$ cat src/rtl/sm_accumulate_drain_if.sv
// Purpose: handshake bundle between the term producer, the accumulate/drain block
//          and the activation stage.
// Signals:
//   in_valid/in_ready/in_data/in_last      term stream into the accumulator
//   out_valid/out_ready/out_data/out_sat/out_cnt  saturated sign-magnitude result stream
// Modports: slave = the accumulator itself, master = the environment driving it.
interface sm_accumulate_drain_if #(
  parameter int unsigned DW    = 21,
  parameter int unsigned CNT_W = 8
);
  logic             in_valid;
  logic             in_ready;
  logic [DW-1:0]    in_data;
  logic             in_last;
  logic             out_valid;
  logic             out_ready;
  logic [DW-1:0]    out_data;
  logic             out_sat;
  logic [CNT_W-1:0] out_cnt;

  modport slave (
    input  in_valid, in_data, in_last, out_ready,
    output in_ready, out_valid, out_data, out_sat, out_cnt
  );

  modport master (
    output in_valid, in_data, in_last, out_ready,
    input  in_ready, out_valid, out_data, out_sat, out_cnt
  );
endinterface

$ cat src/rtl/sm_accumulate_drain.sv
// Purpose: accumulates a stream of sign-magnitude terms in a wide two's-complement
//          register and, on the term flagged last, drains the total as a saturated
//          sign-magnitude word with its term count.
// Ports:
//   clk   rising-edge clock
//   rst   synchronous active-high reset
//   bus   sm_accumulate_drain_if.slave: term input stream and result output stream
module sm_accumulate_drain #(
  parameter int unsigned DW    = 21,
  parameter int unsigned ACC_W = 28,
  parameter int unsigned CNT_W = 8
) (
  input  logic                   clk,
  input  logic                   rst,
  sm_accumulate_drain_if.slave   bus
);

  localparam logic [ACC_W-1:0] MAG_MAX = ACC_W'((64'd1 << (DW-1)) - 64'd1);

  typedef enum logic [1:0] {
    ST_ACC  = 2'd0,
    ST_CONV = 2'd1,
    ST_HOLD = 2'd2
  } state_e;

  state_e           state_q, state_d;
  logic [ACC_W-1:0] acc_q, acc_d;
  logic [CNT_W-1:0] cnt_q, cnt_d;
  logic [DW-1:0]    out_data_q, out_data_d;
  logic             out_sat_q, out_sat_d;
  logic [CNT_W-1:0] out_cnt_q, out_cnt_d;
  logic             in_ready_q, in_ready_d;
  logic             out_valid_q, out_valid_d;

  // Sign-magnitude term to two's complement; -0 naturally maps to 0.
  logic [ACC_W-1:0] term_mag;
  logic [ACC_W-1:0] term;
  assign term_mag = ACC_W'(bus.in_data[DW-2:0]);
  assign term     = bus.in_data[DW-1] ? (~term_mag + ACC_W'(1)) : term_mag;

  // Accumulator magnitude and clamp; a negative acc is never zero, so no -0 result.
  logic             acc_neg;
  logic [ACC_W-1:0] acc_abs;
  logic             sat;
  logic [DW-2:0]    mag;
  assign acc_neg = acc_q[ACC_W-1];
  assign acc_abs = acc_neg ? (~acc_q + ACC_W'(1)) : acc_q;
  assign sat     = (acc_abs > MAG_MAX);
  assign mag     = sat ? {(DW-1){1'b1}} : acc_abs[DW-2:0];

  // State and datapath registers.
  always_ff @(posedge clk) begin
    if (rst) begin
      state_q     <= ST_ACC;
      acc_q       <= '0;
      cnt_q       <= '0;
      out_data_q  <= '0;
      out_sat_q   <= 1'b0;
      out_cnt_q   <= '0;
      in_ready_q  <= 1'b1;
      out_valid_q <= 1'b0;
    end else begin
      state_q     <= state_d;
      acc_q       <= acc_d;
      cnt_q       <= cnt_d;
      out_data_q  <= out_data_d;
      out_sat_q   <= out_sat_d;
      out_cnt_q   <= out_cnt_d;
      in_ready_q  <= in_ready_d;
      out_valid_q <= out_valid_d;
    end
  end

  // Next-state and datapath update.
  always_comb begin
    state_d    = state_q;
    acc_d      = acc_q;
    cnt_d      = cnt_q;
    out_data_d = out_data_q;
    out_sat_d  = out_sat_q;
    out_cnt_d  = out_cnt_q;

    case (state_q)
      ST_ACC: begin
        if (bus.in_valid && in_ready_q) begin
          acc_d = acc_q + term;
          cnt_d = cnt_q + CNT_W'(1);
          if (bus.in_last) begin
            state_d = ST_CONV;
          end
        end
      end
      ST_CONV: begin
        out_data_d = {acc_neg, mag};
        out_sat_d  = sat;
        out_cnt_d  = cnt_q;
        acc_d      = '0;
        cnt_d      = '0;
        state_d    = ST_HOLD;
      end
      ST_HOLD: begin
        if (bus.out_ready) begin
          state_d = ST_ACC;
        end
      end
      default: begin
        state_d = ST_ACC;
      end
    endcase

    // Handshake flags are registered copies of the state being entered.
    in_ready_d  = (state_d == ST_ACC);
    out_valid_d = (state_d == ST_HOLD);
  end

  assign bus.in_ready  = in_ready_q;
  assign bus.out_valid = out_valid_q;
  assign bus.out_data  = out_data_q;
  assign bus.out_sat   = out_sat_q;
  assign bus.out_cnt   = out_cnt_q;

endmodule

$ cat src/flat_wrapper.sv
// flat-port wrapper written by rule: the top's interface ports become plain ports
module sm_accumulate_drain_flat 
#(
  parameter int unsigned DW    = 21,
  parameter int unsigned ACC_W = 28,
  parameter int unsigned CNT_W = 8
)
  (clk, rst, bus_in_valid, bus_in_data, bus_in_last, bus_out_ready, bus_in_ready, bus_out_valid, bus_out_data, bus_out_sat, bus_out_cnt);
  sm_accumulate_drain_if #(.DW(DW), .CNT_W(CNT_W)) bus_i ();
  input  logic clk;
  input  logic rst;
  input wire logic [$bits(bus_i.in_valid)-1:0] bus_in_valid;
  input wire logic [$bits(bus_i.in_data)-1:0] bus_in_data;
  input wire logic [$bits(bus_i.in_last)-1:0] bus_in_last;
  input wire logic [$bits(bus_i.out_ready)-1:0] bus_out_ready;
  output wire logic [$bits(bus_i.in_ready)-1:0] bus_in_ready;
  output wire logic [$bits(bus_i.out_valid)-1:0] bus_out_valid;
  output wire logic [$bits(bus_i.out_data)-1:0] bus_out_data;
  output wire logic [$bits(bus_i.out_sat)-1:0] bus_out_sat;
  output wire logic [$bits(bus_i.out_cnt)-1:0] bus_out_cnt;
  assign bus_i.in_valid = bus_in_valid;
  assign bus_i.in_data = bus_in_data;
  assign bus_i.in_last = bus_in_last;
  assign bus_i.out_ready = bus_out_ready;
  assign bus_in_ready = bus_i.in_ready;
  assign bus_out_valid = bus_i.out_valid;
  assign bus_out_data = bus_i.out_data;
  assign bus_out_sat = bus_i.out_sat;
  assign bus_out_cnt = bus_i.out_cnt;
  sm_accumulate_drain #(.DW(DW), .ACC_W(ACC_W), .CNT_W(CNT_W)) u_core (.clk(clk), .rst(rst), .bus(bus_i));
endmodule
$ cat config.mk
export PLATFORM = sky130hd
export DESIGN_NAME = sm_accumulate_drain_flat
export DESIGN_NICKNAME = d
export VERILOG_FILES = /design/src/rtl/sm_accumulate_drain_if.sv /design/src/rtl/sm_accumulate_drain.sv /design/src/flat_wrapper.sv
export SDC_FILE = /design/constraint.sdc
export NUM_CORES = 1
export LEC_CHECK = 0
export BUFFER_PORTS_ARGS = -buffer_cell sky130_fd_sc_hd__buf_4
export CAP_MARGIN = 20
export CORE_ASPECT_RATIO = 2
export CORE_MARGIN = 4
export CORE_UTILIZATION = 50
export CTS_CLUSTER_DIAMETER = 40
export CTS_CLUSTER_SIZE = 40
export DETAILED_ROUTE_END_ITERATION = 8
export PLACE_DENSITY = 0.68
export SLEW_MARGIN = 0
export SYNTH_ARGS = -nofsm -noshare
export SYNTH_HDL_FRONTEND = slang
export SYNTH_SLANG_ARGS = --single-unit
$ cat constraint.sdc
create_clock -name clk -period 5.35 [get_ports clk]
set_clock_uncertainty 0.05 [all_clocks]
set_input_delay 0.8025 -clock clk [delete_from_list [all_inputs] [get_ports clk]]
set_output_delay 0.8025 -clock clk [all_outputs]
set_load 0.02 [all_outputs]
======== Yosys cells after proc, flatten, opt, wreduce, memory -nomap -nowiden ========
Index checks and enable logic that the tools add are counted.
storage, ports and cells
  register bits ........................... 70
  bits in latches ......................... 0
  memory bits (writable) .................. 0
  ROM bits ................................ 0
  bits of input ports ..................... 26
  output and inout bits ................... 32
  word-level logic and storage cells ...... 35
  memories ................................ 0
cells by class
  add/sub/neg operators ................... 4
  multiply operators ...................... 0
  div/mod/pow operators ................... 0
  magnitude comparators ................... 1
  eq/ne operators ......................... 4
  shift-type cells ........................ 0
  muxes and demuxes ....................... 11
  bitwise gates (word level) .............. 2
  reductions and logical operators ........ 5
operator list
  cell                   count
  $mux 28                3
  $add 28x1->28 const B  2
  $pmux 28 s2            1
  $add 28x28->28         1
  $gt 28x20->1 const B   1
  $not 20->28            1
  $not 28->28            1
  $mux 20                1
  $pmux 8 s2             1
  $add 8x1->8 const B    1
  $mux 8                 1
  $mux 2                 3
  $pmux 2 s3             1
  $eq 2x2->1 const B     2
  $logic_not 2->1        2
  $eq 2x1->1 const B     1
  $ne 2x1->1 const B     1
  $reduce_and 2->1       1
  $reduce_bool 2->1      1
  $logic_and 1x1->1      1

======== Logic depth before layout (Yosys ltp) ========
  word-level depth ........................ 6
  gate-level depth with buffers ........... 16
  gate-level depth less buffers ........... 15

======== Worst setup path after synthesis ========
No wires, ideal clock.
  kind .................................... input port to flip-flop
  start point ............................. in bus_in_data[10]
  end point ............................... reg u_core.acc_q[27]
  library setup time ...................... 0.079 ns
  arrival time ............................ 4.381 ns
  data required time ...................... 5.221 ns
  slack ................................... 0.840 ns
  stages .................................. 14
  path buffers ............................ 0
  cell sequence ........................... or4_1 or4_1 or3_1 o41ai_1 xnor2_1 ha_1 a21o_1 a21oi_1 nand3_1 a311oi_1 o211ai_1 and3_1 or4_1 o211ai_1
between the ends
  cells in the longest elaborated chain, start to end .. 6
RTL lines
  element                 RTL line                   source
  start: declaration      flat_wrapper.sv:13         input wire logic [$bits(bus_i.in_data)-1:0] bus_in_data;
  $not 20->28             sm_accumulate_drain.sv:39  assign term = bus.in_data[DW-1] ? (~term_mag + ACC_W'(1)) : term_mag;
  $add 28x1->28           sm_accumulate_drain.sv:39
  $mux 28 *               sm_accumulate_drain.sv:39
  $add 28x28->28 *        sm_accumulate_drain.sv:86  acc_d = acc_q + term;
  $mux 28 *               sm_accumulate_drain.sv:85  if (bus.in_valid && in_ready_q) begin
  $pmux 28 s2 *           sm_accumulate_drain.sv:83  case (state_q)
  end signal: assignment  sm_accumulate_drain.sv:55  acc_q <= '0;
  end signal: assignment  sm_accumulate_drain.sv:64  acc_q <= acc_d;
  end: declaration        sm_accumulate_drain.sv:27  logic [ACC_W-1:0] acc_q, acc_d;
Every way passes the cells marked *; elsewhere a longest branch is shown, timed or not. The select of a mux whose other input is x is not followed.
A chain may end at the register's enable or synchronous reset.

======== Final worst setup path ========
Same ends and word-level chain as after synthesis.

==> results.cfg <==
[sta]
fmax_mhz = 208
setup_ws_ns = 0.531
period_share_pct = 90.1
fin_crit_ns = 4.82
setup_viol = 0
setup_tns_ns = 0
maxSlewViolCount = 0
hold_viol = 0
slew_headroom_pct = 29.4
tightest_slew_ns = 1.06
rsz0062_at_grt = false
hold_ws_ns = 0.402

[synth]
synth_edf_count = 0
synth_top_flop_cell = dfxtp_1
syn_nets = 681
syn_area_um2 = 4960
yosysSeqAreaShare_pct = 28.2
synth_area_per_cell_um2 = 7.98
synthArstFlopShare_pct = 0
yosys.cell_types.count = 61
ys_seq_elements = 70
syn-instance-count = 622
yosys_warnings = 0

[placement]
post_dp_cell_area_um2 = 5400
dp_hpwl_mm = 10.2
port_buffers = 57
routabilityCongestion = 0.922
place_ws_ns = 0.174

[worst_hold_path]
worstHoldPathType = register to register
min_path_cells = 2
whs_endpoint = u_core.bus.out_cnt[7]$_SDFFE_PP0P_
min_from = u_core.bus.out_cnt[7]$_SDFFE_PP0P_

[die]
die_w_um = 78.4
fp-row-count = 51
die_area_um2 = 11700
start_util_pct = 51.2
io-pin-count = 58
die_y_um = 149
core_um2 = 9700

[route]
wl_per_cell_um = 16.2
antenna_left = 0
routed_wl_mm = 12.9
vias_per_cell = 5.83
route.detailed.drc = 0
vias = 4650
dr.pass1.iters = 5
drt_iter0_drc = 196

[global_route]
antenna_found_initial = 0
grt.total_usage_pct = 22.8
grt_overflow = 0
grt_max_degree = 61
grt_pass1_vias = 4515
grt_pass1_wl_mm = 21.4

[cts]
tritoncts = yes
h-tree-depth = 3
cts_max_path_buffers = 2
cts.sinks = 70
insertion_delay_ns = 0.32
clockRootBuffer = clkbuf_16
numCtsBuffers = 9
cts_resized = 0
postCtsSetupBuffers = 0
ctsHoldBuffers = 0
path_clk_slew_ns = 0.05

[setup_path]
r2r_start = u_core.acc_q[2]$_SDFFE_PP0P_
end_kind = register
path_max_fanout = 6
path_class = input port to register
reg2reg_depth = 9
ff2ff_setup_slack_ns = 1.83
r2r_end = u_core.bus.out_data[9]$_SDFFE_PP0P_
start_kind = input port
worstPathRequired_ns = 5.55
arrival_ns = 5.02

[power]
p_total_w = 0.00187
p_leak_nw = 2.33
max-vdd-ir-drop_uv = 210
p_per_area_nw_per_um2 = 328

[layout]
multi_input_area_um2 = 3330
num_antenna_cells = 0
regArea_um2 = 1400
fill_cells = 944
final_nets = 720
area_growth_pct = 14.9
fin_area_um2 = 5700
drive_above_1_share_pct = 13.8

[run]
drv_cap = 0

[status]
status = finished, final reports clean
-- kinds of logic after synthesis --
kind of cell	count (synthesis)	synth area share [%]
and+or+nand+nor	220	21.4
xor gates and xnor gates	57	10.1
adders and majority gates	33	8.47
buffers and inverters	46	4.84
muxes	2	0.403
AOI/OAI and AO/OA	194	26.6
DFF	70	28.2
-- power breakdown --
group	internal (W)	switching, W	total (W)
Sequential	0.000566	0.0000728	0.000639
Clock	0.000373	0.000216	0.000589
Combinational	0.000275	0.000370	0.000645
Total	0.00121	0.000659	0.00187
-- Yosys cell counts, types with 2 or more instances --
master	instances	area (um^2)
a221oi_1	2	17.5
dfxtp_1	70	1400
nand4_1	5	31.3
mux2i_1	2	20.0
a21boi_0	3	22.5
nand2b_1	10	62.6
ha_1	32	400
a311oi_1	3	26.3
o21a_1	10	75.1
nor3b_1	2	15.0
o31ai_1	13	97.6
or4_1	7	52.6
xnor2_1	30	263
a31oi_1	4	25.0
clkbuf_8	2	27.5
o21ai_0	32	160
a21o_1	14	105
o211ai_1	8	60.1
o21bai_1	4	30.0
nand2_1	63	236
a211oi_1	24	180
a21oi_1	43	215
a22oi_1	14	105
o41ai_1	6	52.6
buf_6	5	56.3
a32o_1	2	20.0
nand3_1	14	70.1
nor2_1	69	259
or3_1	8	50.1
clkbuf_1	23	86.3
a22o_1	2	17.5
inv_1	14	52.6
nor4_1	5	31.3
a32oi_1	4	35.0
xor2_1	27	236
nor3_1	11	55.1
nor2b_1	3	18.8
and3_1	4	25.0
or4_4	2	22.5
or2_2	5	31.3
-- layout by cell type (no fill, tap or decap), types with 4 or more instances in the layout --
master,netlist,final
nor3_1,11,10
buf_4,1,59
a32oi_1,4,4
and3_1,4,4
nand3_1,14,14
dfxtp_1,70,70
o21a_1,10,10
o31ai_1,13,13
ha_1,32,32
clkbuf_16,0,9
nand2b_1,10,10
o21bai_1,4,4
or4_1,7,7
a31oi_1,4,4
a211oi_1,24,24
o211ai_1,8,8
inv_1,14,14
a21o_1,14,14
a22oi_1,14,14
nor2_1,69,69
or2_2,5,5
nor4_1,5,5
nand2_1,63,63
o41ai_1,6,6
or3_1,8,8
xor2_1,27,27
o21ai_0,32,32
xnor2_1,30,30
nand4_1,5,5
a21oi_1,43,43
-- worst max-delay path: stages --
cell and delay [ns]:
buf_4 0.12, or4_1 0.59, or4_1 0.47, or3_1 0.45, o31ai_1 0.32, xnor2_1 0.11, ha_1 0.38, nand2_1 0.12
nor2_1 0.30, a21boi_0 0.42, a311oi_1 0.12, o211ai_1 0.22, a21oi_1 0.11, or4_1 0.40, o211ai_1 0.09
-- registers in the layout, indices dropped and copies added, names as in the netlist --
signal	count
u_core.state_q	2
u_core.bus.out_data	21
u_core.bus.out_cnt	8
u_core.acc_q	28
u_core.bus.out_valid	1
u_core.bus.in_ready	1
u_core.cnt_q	8
u_core.bus.out_sat	1
-- final cells by class --
type / instances / area share, %
sequential: 70 / 24.6
clock buffer: 11 / 4.26
clock inverter: 5 / 1.03
multi-input combinational: 506 / 58.4
inverter: 14 / 0.921
tap: 132 / 2.90
timing repair buffer: 60 / 7.96
-- stage by stage --
stage / cells / utilization, %
final: 798 / 58.8
after global routing: 798 / 58.8
after CTS: 798 / 58.8
after detailed placement: 782 / 55.7
after global placement: 781 / 55.6
after floorplan: 622 / -
-- layer usage --
layer  part of all wire [%]  track usage (%)  up-vias
li1                       -                -     2348
met1                     39             23.7     2179
met2                     55             44.5       94
met3                    2.5             2.12       29
met4                    3.6             10.9        0
met5                      0                0        -
-- worst max path at each step --
| stage | depth (start not counted) | to | startpoint | slack (ns) |
|---|---|---|---|---|
| floorplan | 14 | u_core.acc_q[27]$_SDFFE_PP0P_ | bus_in_data[10] | 0.84 |
| global placement | 15 | u_core.acc_q[27]$_SDFFE_PP0P_ | bus_in_data[10] | 0.20 |
| detailed placement | 15 | u_core.acc_q[27]$_SDFFE_PP0P_ | bus_in_data[10] | 0.17 |
| CTS | 15 | u_core.acc_q[27]$_SDFFE_PP0P_ | bus_in_data[10] | 0.49 |
| global route | 16 | u_core.acc_q[27]$_SDFFE_PP0P_ | bus_in_data[4] | 0.16 |
| finish | 15 | u_core.acc_q[27]$_SDFFE_PP0P_ | bus_in_data[10] | 0.53 |
Power figures use the tool's default switching activity.
